## config.mk

```make
export PLATFORM = sky130hd
export DESIGN_NAME = led_channel_scheduler
export DESIGN_NICKNAME = d
export VERILOG_FILES = /design/src/rtl/led_channel_scheduler.sv
export SDC_FILE = /design/constraint.sdc
export NUM_CORES = 1
export LEC_CHECK = 0
export BUFFER_PORTS_ARGS = -buffer_cell sky130_fd_sc_hd__buf_2
export CORE_ASPECT_RATIO = 1.75
export CORE_MARGIN = 3
export CORE_UTILIZATION = 55
export DETAILED_ROUTE_END_ITERATION = 7
export PLACE_DENSITY = 0.8
export SLEW_MARGIN = 20
export SYNTH_ARGS = -nofsm -noshare
export SYNTH_HDL_FRONTEND = slang
export SYNTH_SLANG_ARGS = --single-unit
```

## constraint.sdc

```tcl
create_clock -name clk -period 7 [get_ports clk]
set_input_delay 1.4 -clock clk [delete_from_list [all_inputs] [get_ports clk]]
set_output_delay 1.4 -clock clk [all_outputs]
set_load 0.1 [all_outputs]
```

## src/rtl/led_channel_scheduler.sv

```systemverilog
// led_channel_scheduler
// Multi-channel LED brightness controller. A shared PWM timebase and step
// prescaler drive per-channel mode state machines (off/steady/breathe/blink).
// A single-slot valid/ready config port reprograms one channel at a time;
// writes take effect only on PWM period boundaries so outputs never glitch.
//
// Ports:
//   clk        system clock, rising edge
//   reset      synchronous, active-high reset
//   cfg_valid  configuration write request
//   cfg_ready  registered; high when the pending slot is free
//   cfg_chan   target channel (values >= CHANNELS are accepted and dropped)
//   cfg_mode   0 OFF, 1 STEADY, 2 BREATHE, 3 BLINK
//   cfg_level  steady level, or peak level for breathe/blink
//   led        registered LED drive, 1 = on
//
// Build option: define LED_GAMMA_EN to compare against (bright^2 >> PWM_BITS)
// instead of the linear brightness.
module led_channel_scheduler #(
    parameter int unsigned CHANNELS  = 8,
    parameter int unsigned PWM_BITS  = 7,
    parameter int unsigned STEP_BITS = 19
) (
    input  logic                clk,
    input  logic                reset,
    input  logic                cfg_valid,
    output logic                cfg_ready,
    input  logic [2:0]          cfg_chan,
    input  logic [1:0]          cfg_mode,
    input  logic [PWM_BITS-1:0] cfg_level,
    output logic [CHANNELS-1:0] led
);

    localparam int unsigned CHAN_BITS  = 3;
    localparam int unsigned BLINK_BITS = 5;
`ifdef LED_GAMMA_EN
    localparam int unsigned PROD_BITS  = 2 * PWM_BITS;
`endif

    typedef enum logic [1:0] {
        MODE_OFF     = 2'd0,
        MODE_STEADY  = 2'd1,
        MODE_BREATHE = 2'd2,
        MODE_BLINK   = 2'd3
    } mode_t;

    typedef struct packed {
        logic [CHAN_BITS-1:0] chan;
        mode_t                mode;
        logic [PWM_BITS-1:0]  level;
    } cfg_t;

    logic [PWM_BITS-1:0]   duty_ctr;
    logic [STEP_BITS-1:0]  step_ctr;
    logic [BLINK_BITS-1:0] blink_ctr;
    cfg_t                  pend;

    mode_t               mode_q   [CHANNELS];
    mode_t               mode_d   [CHANNELS];
    logic [PWM_BITS-1:0] level_q  [CHANNELS];
    logic [PWM_BITS-1:0] level_d  [CHANNELS];
    logic [PWM_BITS-1:0] bright_q [CHANNELS];
    logic [PWM_BITS-1:0] bright_d [CHANNELS];
    logic                dir_q    [CHANNELS];
    logic                dir_d    [CHANNELS];
    logic [PWM_BITS-1:0] cmp_c    [CHANNELS];
`ifdef LED_GAMMA_EN
    logic [PROD_BITS-1:0] sq_c    [CHANNELS];
`endif

    logic pb_c;
    logic step_c;
    logic blink_phase_c;
    logic apply_c;

    // Shared strobes. The slot is pending exactly while cfg_ready is low, so a
    // write accepted on a boundary cycle cannot apply until the next boundary.
    always_comb begin
        pb_c          = &duty_ctr;
        step_c        = &step_ctr;
        blink_phase_c = blink_ctr[BLINK_BITS-1];
        apply_c       = !cfg_ready && pb_c;
    end

    // Per-channel mode FSM next state; an apply overrides a coincident step.
    always_comb begin
        for (int unsigned i = 0; i < CHANNELS; i++) begin
            mode_d[i]   = mode_q[i];
            level_d[i]  = level_q[i];
            bright_d[i] = bright_q[i];
            dir_d[i]    = dir_q[i];
            if (apply_c && (pend.chan == CHAN_BITS'(i))) begin
                mode_d[i]   = pend.mode;
                level_d[i]  = pend.level;
                bright_d[i] = '0;
                dir_d[i]    = 1'b1;
            end else if (step_c) begin
                case (mode_q[i])
                    MODE_OFF:    bright_d[i] = '0;
                    MODE_STEADY: bright_d[i] = level_q[i];
                    MODE_BREATHE: begin
                        // Each reversal spends one step holding, so nothing wraps.
                        if (dir_q[i]) begin
                            if (bright_q[i] >= level_q[i]) dir_d[i] = 1'b0;
                            else bright_d[i] = bright_q[i] + PWM_BITS'(1);
                        end else begin
                            if (bright_q[i] == '0) dir_d[i] = 1'b1;
                            else bright_d[i] = bright_q[i] - PWM_BITS'(1);
                        end
                    end
                    MODE_BLINK:  bright_d[i] = blink_phase_c ? level_q[i] : '0;
                    default:     bright_d[i] = '0;
                endcase
            end
        end
    end

    // Value compared against the PWM counter.
    always_comb begin
        for (int unsigned i = 0; i < CHANNELS; i++) begin
`ifdef LED_GAMMA_EN
            sq_c[i]  = PROD_BITS'(bright_q[i]) * PROD_BITS'(bright_q[i]);
            cmp_c[i] = PWM_BITS'(sq_c[i] >> PWM_BITS);
`else
            cmp_c[i] = bright_q[i];
`endif
        end
    end

    // Counters, config slot, channel state and LED registers.
    always_ff @(posedge clk) begin
        if (reset) begin
            duty_ctr   <= '0;
            step_ctr   <= '0;
            blink_ctr  <= '0;
            cfg_ready  <= 1'b1;
            pend.chan  <= '0;
            pend.mode  <= MODE_OFF;
            pend.level <= '0;
            led        <= '0;
            for (int unsigned i = 0; i < CHANNELS; i++) begin
                mode_q[i]   <= MODE_OFF;
                level_q[i]  <= '0;
                bright_q[i] <= '0;
                dir_q[i]    <= 1'b1;
            end
        end else begin
            duty_ctr <= duty_ctr + PWM_BITS'(1);
            step_ctr <= step_ctr + STEP_BITS'(1);
            if (step_c) blink_ctr <= blink_ctr + BLINK_BITS'(1);

            if (apply_c) begin
                cfg_ready <= 1'b1;
            end else if (cfg_valid && cfg_ready) begin
                cfg_ready  <= 1'b0;
                pend.chan  <= cfg_chan;
                pend.mode  <= mode_t'(cfg_mode);
                pend.level <= cfg_level;
            end

            for (int unsigned i = 0; i < CHANNELS; i++) begin
                mode_q[i]   <= mode_d[i];
                level_q[i]  <= level_d[i];
                bright_q[i] <= bright_d[i];
                dir_q[i]    <= dir_d[i];
                led[i]      <= (duty_ctr < cmp_c[i]);
            end
        end
    end

endmodule

```

==> flow_metrics.env, run 1 <==
export IMPL_outcome="complete, no violations"
export IMPL_cts_resized=0
export IMPL_worstPathRequired_ns=7.31
export IMPL_tightest_slew_ns=1.03
export IMPL_syn_to_final_growth_pct=6.55
export IMPL_syn_nets=1703
export IMPL_pin_count=24
export IMPL_p_leak_nw=4.94
export IMPL_final_hold_violation_count=0
export IMPL_power_density_mw_per_mm2=169
export IMPL_placeableCoreArea_mm2=0.0218
export IMPL_drt_met1_wl_um=12100
export IMPL_syn_inst=1533
export IMPL_synth_warnings=0
export IMPL_antenna_found_initial=0
export IMPL_slew_headroom=0.312
export IMPL_holdBufCountCts=0
export IMPL_cts_clk_slew_worst_paths_ns=0.07
export IMPL_syn_avg_cell_area_um2=8.01
export IMPL_wl_met2_um=16300
export IMPL_peakVddDrop_uv=192
export IMPL_drive_gt1_frac=0.0677
export IMPL_first_global_vias=10943
export IMPL_clk_latency_ns=0.44
export IMPL_crit_path_cell_trace="buf_4 -> buf_4 -> nand2b_1 -> nor3_1"
export IMPL_fillers=1904
export IMPL_portBuffers=23
export IMPL_yosysSeqAreaShare=0.306
export IMPL_crit_arrival_ns=3.25
export IMPL_grt_ovfl_total=0
export IMPL_cts_tree="built"
export IMPL_synth_area_leaders="dfxtp_1, ha_1, nand2_1, a21oi_1, inv_1"
export IMPL_die_w_um=119
export IMPL_wl_per_cell_um=17.4
export IMPL_wl_met3_um=1570
export IMPL_synth_top_area_frac=0.306
export IMPL_crit_family="buffers and inverters"
export IMPL_ys_flop_type="dfxtp_1"
export IMPL_die_h_um=204
export IMPL_fin_area_mm2=0.0131
export IMPL_route_detailed_drc=0
export IMPL_dieArea_mm2=0.0242
export IMPL_synth_most_common_cell="nand2_1"
export IMPL_num_vias=11058
export IMPL_cts_root_buf="clkbuf_16"
export IMPL_critPathKind="primary input to flop"
export IMPL_totalPowerFinal_mw=2.21
export IMPL_ff2ff_setup_slack_ns=4.06
export IMPL_cts_setup_buffers=0
export IMPL_yosysTopAreaCell="dfxtp_1"
export IMPL_crit_path_frequent_cell="buf_4"
export IMPL_grt_start_max_net_pins=89
export IMPL_drt_wl_total_um=31900
export IMPL_hp_class="flop to flop"
export IMPL_finalWorstPathRequiredPeriod_ns=2.94
export IMPL_crit_buf_inv=2
export IMPL_synthDistinctLibCells=79
export IMPL_fmax_mhz=340
export IMPL_yosys_top_cells_count="nand2_1, dfxtp_1, a21oi_1, ha_1, inv_1"
export IMPL_rows=71
export IMPL_grt_util_all_layers=0.265
export IMPL_nets=1694
export IMPL_diodes=0
export IMPL_cts_htree_levels=4
export IMPL_synthArstFlopShare=0
export IMPL_dr_first_iter_drc_count=782
export IMPL_hold_end="level_q[1][3]"
export IMPL_highest_layer="met4"
export IMPL_timing_rr_start="duty_ctr[0]"
export IMPL_clock_sinks=188
export IMPL_cp_end_kind="flop"
export IMPL_postRouteAntennaNets=0
export IMPL_post_route_util=0.601
export IMPL_syn_area_mm2=0.0123
export IMPL_placed_area_mm2=0.0125
export IMPL_drtPass1Iterations=5
export IMPL_cts_made_buffers=17
export IMPL_crit_path_top_delay_cell="buf_4"
export IMPL_hold_path_depth=2
export IMPL_r2r_cells=7
export IMPL_grt_pass1_wl_um=52500
export IMPL_slowest_delay_ns=0.66
export IMPL_fin_skew_ns=0.0134
export IMPL_synth_seq_cells=188
export IMPL_max_cap_viol_count=0
export IMPL_setup_viol=0
export IMPL_worstHoldStart="level_q[1][3]"
export IMPL_rsz0062_at_grt="no"
export IMPL_start_util=0.564
export IMPL_drv_slew=0
export IMPL_fin_tns_setup_ns=0
export IMPL_start_kind="primary input"
export IMPL_viasPerCell=6.05
export IMPL_period_share=0.420
export IMPL_clk_path_buf_depth=2
export IMPL_r2r_end="bright_q[0][6]"
export IMPL_hpwl_um=23400
export IMPL_cp_depth=4
export IMPL_gp_congestion=0.908
export IMPL_synth_edf_count=0
export IMPL_cp_max_fo=88
[how the worst max path moves through the flow]
| stage | endpoint | slack, ns | startpoint |
|---|---|---|---|
| 6_report | bright_q[1][21] | 4.06 | reset |
| 5_1_grt | bright_q[1][21] | 3.92 | reset |
| 4_1_cts | bright_q[0][6] | 4.09 | duty_ctr[0] |
| 3_5_place_dp | bright_q[1][21] | 3.65 | reset |
| 3_3_place_gp | bright_q[1][21] | 3.67 | reset |
| 2_1_floorplan | cfg_ready | 4.62 | cfg_ready |
[kinds of logic (layout without fill, tap and decap cells)]
| kind of cell | Yosys count | after routing | synth area share |
|---|---|---|---|
| AND/OR/NAND/NOR | 542 | 542 | 0.208 |
| adder cells (fa/ha/maj) | 155 | 155 | 0.163 |
| AO/OA/AOI/OAI | 400 | 400 | 0.216 |
| multiplexers | 7 | 7 | 0.00571 |
| buffers and inverters | 189 | 193 | 0.0644 |
| flip-flops | 188 | 188 | 0.306 |
| XOR/XNOR | 52 | 52 | 0.0371 |
[metal layers]
metal	track usage	up-vias
li1	-	5319
met2	0.475	375
met5	0	-
met4	0.166	0
met3	0.0430	148
met1	0.288	5216
[area by class of cell]
type / instances / area (µm²) / area share
clock buffer: 19 / 433 / 0.0331
clock inverter: 13 / 158 / 0.0120
inverter: 137 / 514 / 0.0393
multi-input combinational: 1156 / 7730 / 0.590
sequential: 188 / 3760 / 0.288
tap: 292 / 365 / 0.0279
timing repair buffer: 24 / 125 / 0.00956
[tightest hold or removal path: cells and delay by family, from the launching register on]
| family | cells | cell delay (ns) |
|---|---|---|
| compound gates | 1 | 0.05 |
| simple gates | 1 | 0.06 |
| flops | 1 | 0.32 |
[state kept, by name, indices dropped and copies added (netlist names)]
name	flops
blink_ctr	5
bright_q	56
cfg_ready	1
dir_q	8
duty_ctr	7
led	8
level_q	56
mode_q	16
pend	12
step_ctr	19
[report_power, final]
| part | internal, mW | switching, mW | leakage (nW) | total, mW |
|---|---|---|---|---|
| clock network | 0.537 | 0.449 | 0.288 | 0.986 |
| logic | 0.0307 | 0.0838 | 3.13 | 0.115 |
| registers | 1.08 | 0.0277 | 1.52 | 1.11 |
| total | 1.65 | 0.561 | 4.94 | 2.21 |
[per-stage QoR]
step                instances  hold WS, ns  setup slack, ns
global route             1829        0.498             3.92
detailed placement       1797        0.467             3.65
global placement         1797        0.455             3.67
finish                   1829        0.476             4.06
CTS                      1829        0.478             4.09
floorplan                1533        0.438             4.62
[placed cells by master (no fill, tap or decap), types with 13 or more instances in the layout]
cell type	n
nor2_1	126
dfxtp_1	188
inv_1	137
a21oi_1	152
nand2_1	230
o21ai_0	61
nor2b_1	19
nand3_1	36
nor3_1	24
clkbuf_16	17
a211oi_2	13
ha_1	147
xor2_1	35
buf_2	22
a211oi_1	17
xnor2_1	17
a22oi_1	28
nand2b_1	29
Note: power is estimated with default switching activity, not from simulation.
==> run 2: changes to the inputs <==
==> constraint.sdc (replaced) <==
create_clock -name clk -period 2.85 [get_ports clk]
set_input_delay 0.57 -clock clk [delete_from_list [all_inputs] [get_ports clk]]
set_output_delay 0.57 -clock clk [all_outputs]
set_load 0.1 [all_outputs]
==> run 2 against run 1 <==
- core utilization increased by 0.55 points
- non-clock buffer count up 16
- global-route usage grew 0.76 points
- first-iteration DRC count up 4.1%
- critical endpoint is now bright_q[0][12]
- worst setup slack got worse by 3.8 ns
- largest power group unchanged
- count of clock-buffer cells in the layout fell by 1
- highest routed layer unchanged
==> flow_metrics.env, run 2 (synthesis results as in run 1) <==
export IMPL_outcome="complete, no violations"
export IMPL_clk_latency_ns=0.45
export IMPL_holdBufCountCts=0
export IMPL_portBuffers=23
export IMPL_crit_arrival_ns=2.92
export IMPL_r2r_end="bright_q[0][12]"
export IMPL_die_w_um=119
export IMPL_placed_area_mm2=0.0126
export IMPL_critPathKind="flop to flop"
export IMPL_cts_root_buf="clkbuf_16"
export IMPL_drtPass1Iterations=7
export IMPL_clock_sinks=188
export IMPL_endpoint="bright_q[0][12]"
export IMPL_fin_tns_setup_ns=0
export IMPL_peakVddDrop_uv=451
export IMPL_final_hold_violation_count=0
export IMPL_cts_made_buffers=17
export IMPL_num_vias=11075
export IMPL_r2r_cells=8
export IMPL_syn_to_final_growth_pct=7.52
export IMPL_die_h_um=204
export IMPL_start_kind="flop"
export IMPL_hp_class="primary input to flop"
export IMPL_timing_rr_start="dir_q[0][1]"
export IMPL_viasPerCell=6.00
export IMPL_startpoint="dir_q[0][1]"
export IMPL_placeableCoreArea_mm2=0.0218
export IMPL_cts_setup_buffers=0
export IMPL_dp_cells=1813
export IMPL_finalWorstPathRequiredPeriod_ns=2.55
export IMPL_antenna_found_initial=0
export IMPL_slew_headroom=0.513
export IMPL_pin_count=24
export IMPL_route_detailed_drc=0
export IMPL_diodes=0
export IMPL_power_density_mw_per_mm2=407
export IMPL_cts_htree_levels=4
export IMPL_worstPathRequired_ns=3.22
export IMPL_fmax_mhz=392
export IMPL_cp_max_fo=6
export IMPL_clk_path_buf_depth=2
export IMPL_gr_usage_met3=0.0358
export IMPL_drv_slew=0
export IMPL_grt_start_max_net_pins=40
export IMPL_drt_wl_total_um=33000
export IMPL_max_cap_viol_count=0
export IMPL_grt_pass1_wl_um=53500
export IMPL_period_share=0.896
export IMPL_start_util=0.564
export IMPL_fin_area_mm2=0.0132
export IMPL_met1_usage=0.291
export IMPL_p_leak_nw=5.02
export IMPL_use_met2=0.496
export IMPL_totalPowerFinal_mw=5.38
export IMPL_dr_first_iter_drc_count=814
export IMPL_stdcell_count=1845
export IMPL_ff2ff_setup_slack_ns=0.30
export IMPL_cts_tree="built"
export IMPL_layout_commonest_cell="nand2_1"
export IMPL_drive_gt1_frac=0.0786
export IMPL_rows=71
export IMPL_busiest_layer="met2"
export IMPL_gp_congestion=0.919
export IMPL_tightest_slew_ns=0.728
export IMPL_grt_util_all_layers=0.272
export IMPL_cts_resized=0
export IMPL_nets=1710
export IMPL_cp_end_kind="flop"
export IMPL_cts_clk_slew_worst_paths_ns=0.07
export IMPL_hpwl_um=24400
export IMPL_dieArea_mm2=0.0242
export IMPL_post_route_util=0.607
export IMPL_fin_skew_ns=0.00653
export IMPL_grt_ovfl_total=0
export IMPL_rsz0062_at_grt="no"
export IMPL_postRouteAntennaNets=0
export IMPL_layout_common_cells="nand2_1, dfxtp_1, a21oi_1, ha_1, inv_1"
export IMPL_reg_top3="bright_q x56, level_q x56, step_ctr x19"
export IMPL_first_global_vias=10992
export IMPL_wl_per_cell_um=17.9
export IMPL_setup_viol=0
[run 2: worst max-delay path, cell delays in order, from the launching register on]
cell	delay [ns]
dfxtp_1	0.50
inv_1	0.22
ha_1	0.33
a21oi_1	0.20
nor2_1	0.08
a2111oi_0	0.63
xnor2_1	0.19
a22oi_1	0.09
a211oi_2	0.24
[run 2: worst min path at each step]
stage                     depth (start not counted)           to  slack, ns         start
final                                             3      pend[6]       0.36  cfg_level[6]
after global placement                            1  step_ctr[0]       0.45   step_ctr[0]
after global routing                              3      pend[3]       0.37  cfg_level[3]
after CTS                                         3      pend[6]       0.35  cfg_level[6]
after floorplan                                   1  step_ctr[0]       0.44   step_ctr[0]
after detailed placement                          1  step_ctr[0]       0.46   step_ctr[0]
[run 2: layout make-up]
type	count	area (µm²)
repair buffers	40	270
inverters	137	514
clock buffers	18	439
well taps	292	365
fillers	1906	8560
flip-flops and latches	188	3760
clock inverters	14	125
multi-input cells	1156	7730
[run 2: where the power goes]
group          leakage, nW  switching, mW  total (mW)  internal, mW
logic                 3.23          0.229       0.316        0.0873
clock network        0.277           1.18        2.36          1.18
registers             1.52         0.0513        2.70          2.65
total                 5.02           1.46        5.38          3.92
[run 2: through the flow]
stage               hold slack (ns)  setup slack, ns
global placement              0.451            0.428
global route                  0.368            0.125
finish                        0.361            0.296
floorplan                     0.438            0.635
detailed placement            0.463            0.339
CTS                           0.348            0.319
[run 2: metal layers]
metal | wire (µm) | vias to the layer above | share of wire
li1 | - | 5345 | -
met2 | 16700 | 361 | 0.51
met3 | 1620 | 147 | 0.049
met1 | 12400 | 5222 | 0.38
met5 | 0 | - | 0
met4 | 2290 | 0 | 0.069
==> run 3: changes to the inputs <==
--- a/config.mk
+++ b/config.mk
@@ -10,6 +10,7 @@
 export CORE_MARGIN = 3
 export CORE_UTILIZATION = 55
 export DETAILED_ROUTE_END_ITERATION = 7
+export MAX_ROUTING_LAYER = met4
 export PLACE_DENSITY = 0.8
 export SLEW_MARGIN = 20
 export SYNTH_ARGS = -nofsm -noshare
==> run 3 against run 2 <==
- clock skew hardly changed
- first-iteration DRC count is 0.74% higher
- sequential share of layout area is 0.094 points lower
- core utilization is 0.20 points higher
- fmax is 3.5% lower
- global-route usage is 0.82 points higher
- die area stayed put
- sequential power hardly changed
- routed wire length is 1.0% lower
- count of clock-buffer cells in the layout is 1 higher
- sequential cell count stayed put
- design area is 0.33% higher
- critical path type unchanged
- critical endpoint is now bright_q[0][19]
- largest cell class unchanged
- largest power group unchanged
- highest routed layer unchanged
==> flow_metrics.env, run 3 (synthesis results as in run 1) <==
export IMPL_pin_count=24
export IMPL_num_vias=11072
export IMPL_reg_top3="bright_q x56, level_q x56, step_ctr x19"
export IMPL_power_density_mw_per_mm2=418
export IMPL_dieArea_mm2=0.0242
export IMPL_postRouteAntennaNets=0
export IMPL_start_kind="flop"
export IMPL_fin_skew_ns=0.00639
export IMPL_grt_start_max_net_pins=46
export IMPL_die_w_um=119
export IMPL_cts_tree="built"
export IMPL_slowest_delay_ns=0.65
export IMPL_grt_ovfl_total=0
export IMPL_cp_max_fo=6
export IMPL_outcome="complete, no violations"
export IMPL_holdWs_ns=0.365
export IMPL_cts_htree_levels=4
export IMPL_peakVddDrop_uv=497
export IMPL_start_util=0.564
export IMPL_portBuffers=23
export IMPL_final_hold_violation_count=0
export IMPL_cp_end_kind="flop"
export IMPL_cts_setup_buffers=0
export IMPL_worstPathRequired_ns=3.21
export IMPL_max_cap_viol_count=0
export IMPL_layout_commonest_cell="nand2_1"
export IMPL_route_detailed_drc=0
export IMPL_viasPerCell=6.00
export IMPL_critPathKind="flop to flop"
export IMPL_crit_path_cell_trace="inv_1 -> ha_1 -> a21oi_1 -> nor2_1 -> a2111oi_0 -> xnor2_1 -> a22oi_1 -> a211oi_2"
export IMPL_clk_latency_ns=0.44
export IMPL_cts_made_buffers=17
export IMPL_clock_sinks=188
export IMPL_first_global_vias=11052
export IMPL_clk_path_buf_depth=2
export IMPL_nets=1712
export IMPL_cts_clk_slew_worst_paths_ns=0.07
export IMPL_syn_to_final_growth_pct=7.88
export IMPL_fmax_mhz=378
export IMPL_crit_path_top_delay_cell="a2111oi_0"
export IMPL_tightest_slew_ns=0.699
export IMPL_rsz0062_at_grt="no"
export IMPL_drtPass1Iterations=6
export IMPL_period_share=0.929
export IMPL_gp_congestion=0.930
export IMPL_hpwl_um=24100
export IMPL_finalWorstPathRequiredPeriod_ns=2.65
export IMPL_slew_headroom=0.522
export IMPL_layout_common_cells="nand2_1, dfxtp_1, a21oi_1, ha_1, inv_1"
export IMPL_setup_viol=0
export IMPL_placeableCoreArea_mm2=0.0218
export IMPL_die_h_um=204
export IMPL_diodes=0
export IMPL_crit_arrival_ns=3.01
export IMPL_grt_util_all_layers=0.281
export IMPL_cts_resized=0
export IMPL_drive_gt1_frac=0.0785
export IMPL_grt_pass1_wl_um=53500
export IMPL_wl_per_cell_um=17.7
export IMPL_dr_first_iter_drc_count=820
export IMPL_cts_root_buf="clkbuf_16"
export IMPL_rows=71
export IMPL_antenna_found_initial=0
export IMPL_p_leak_nw=5.04
export IMPL_hp_class="primary input to flop"
export IMPL_holdBufCountCts=0
export IMPL_fin_tns_setup_ns=0
export IMPL_drv_slew=0
export IMPL_drt_wl_total_um=32600
## run 3: cell types whose count changed in the layout (fill, tap and decap cells not counted), sizes merged
cell,previous run,this run
buf,40,42
inv,146,140
bufinv,0,3
clkinv,3,4
clkbuf,18,19
## run 3: final timing paths
check	from	slack, ns	endpoint	cells after the start
max	dir_q[0][2]	0.20	bright_q[0][19]	8
min	cfg_level[2]	0.36	pend[2]	3
max reg2reg	dir_q[0][2]	0.20	bright_q[0][19]	8
min reg2reg	step_ctr[0]	0.47	step_ctr[0]	1
## run 3: power by group
part	leakage, nW	internal [mW]	switching [mW]
logic	3.23	0.0867	0.226
clock network	0.290	1.41	1.11
registers	1.52	2.65	0.0500
## run 3: per-layer routing
layer / GRT usage / share of wire
met5: - / 0
met4: 0.177 / 0.062
met3: 0.0427 / 0.049
met2: 0.487 / 0.51
met1: 0.297 / 0.38
## run 3: metrics by stage
| step | setup slack [ns] | total power [mW] | instances | utilization | instance area (µm²) |
|---|---|---|---|---|---|
| CTS | 0.240 | 5.56 | 1846 | 0.609 | 13200 |
| floorplan | 0.635 | 2.98 | 1533 | - | 12300 |
| detailed placement | 0.342 | 3.08 | 1815 | 0.581 | 12600 |
| global placement | 0.376 | 3.07 | 1815 | 0.581 | 12600 |
| finish | 0.202 | 5.54 | 1846 | 0.609 | 13200 |
| global route | 0.0915 | 5.68 | 1846 | 0.609 | 13200 |
## run 3: worst max-delay path: cells and delay by family, from the launching register on
family / cells / cell delay, ns
buffers and inverters: 1 / 0.20
adders and majority gates: 1 / 0.33
xor gates and xnor gates: 1 / 0.21
AOI/OAI and AO/OA: 4 / 1.23
and+or+nand+nor: 1 / 0.07
DFF: 1 / 0.52
## run 3: layout make-up
cell class | count | area, µm²
multi-input combinational | 1156 | 7730
inverter | 137 | 514
fill | 1882 | 8520
clock buffer | 19 | 443
timing repair buffer | 42 | 273
sequential | 188 | 3760
tap | 292 | 365
clock inverter | 12 | 163
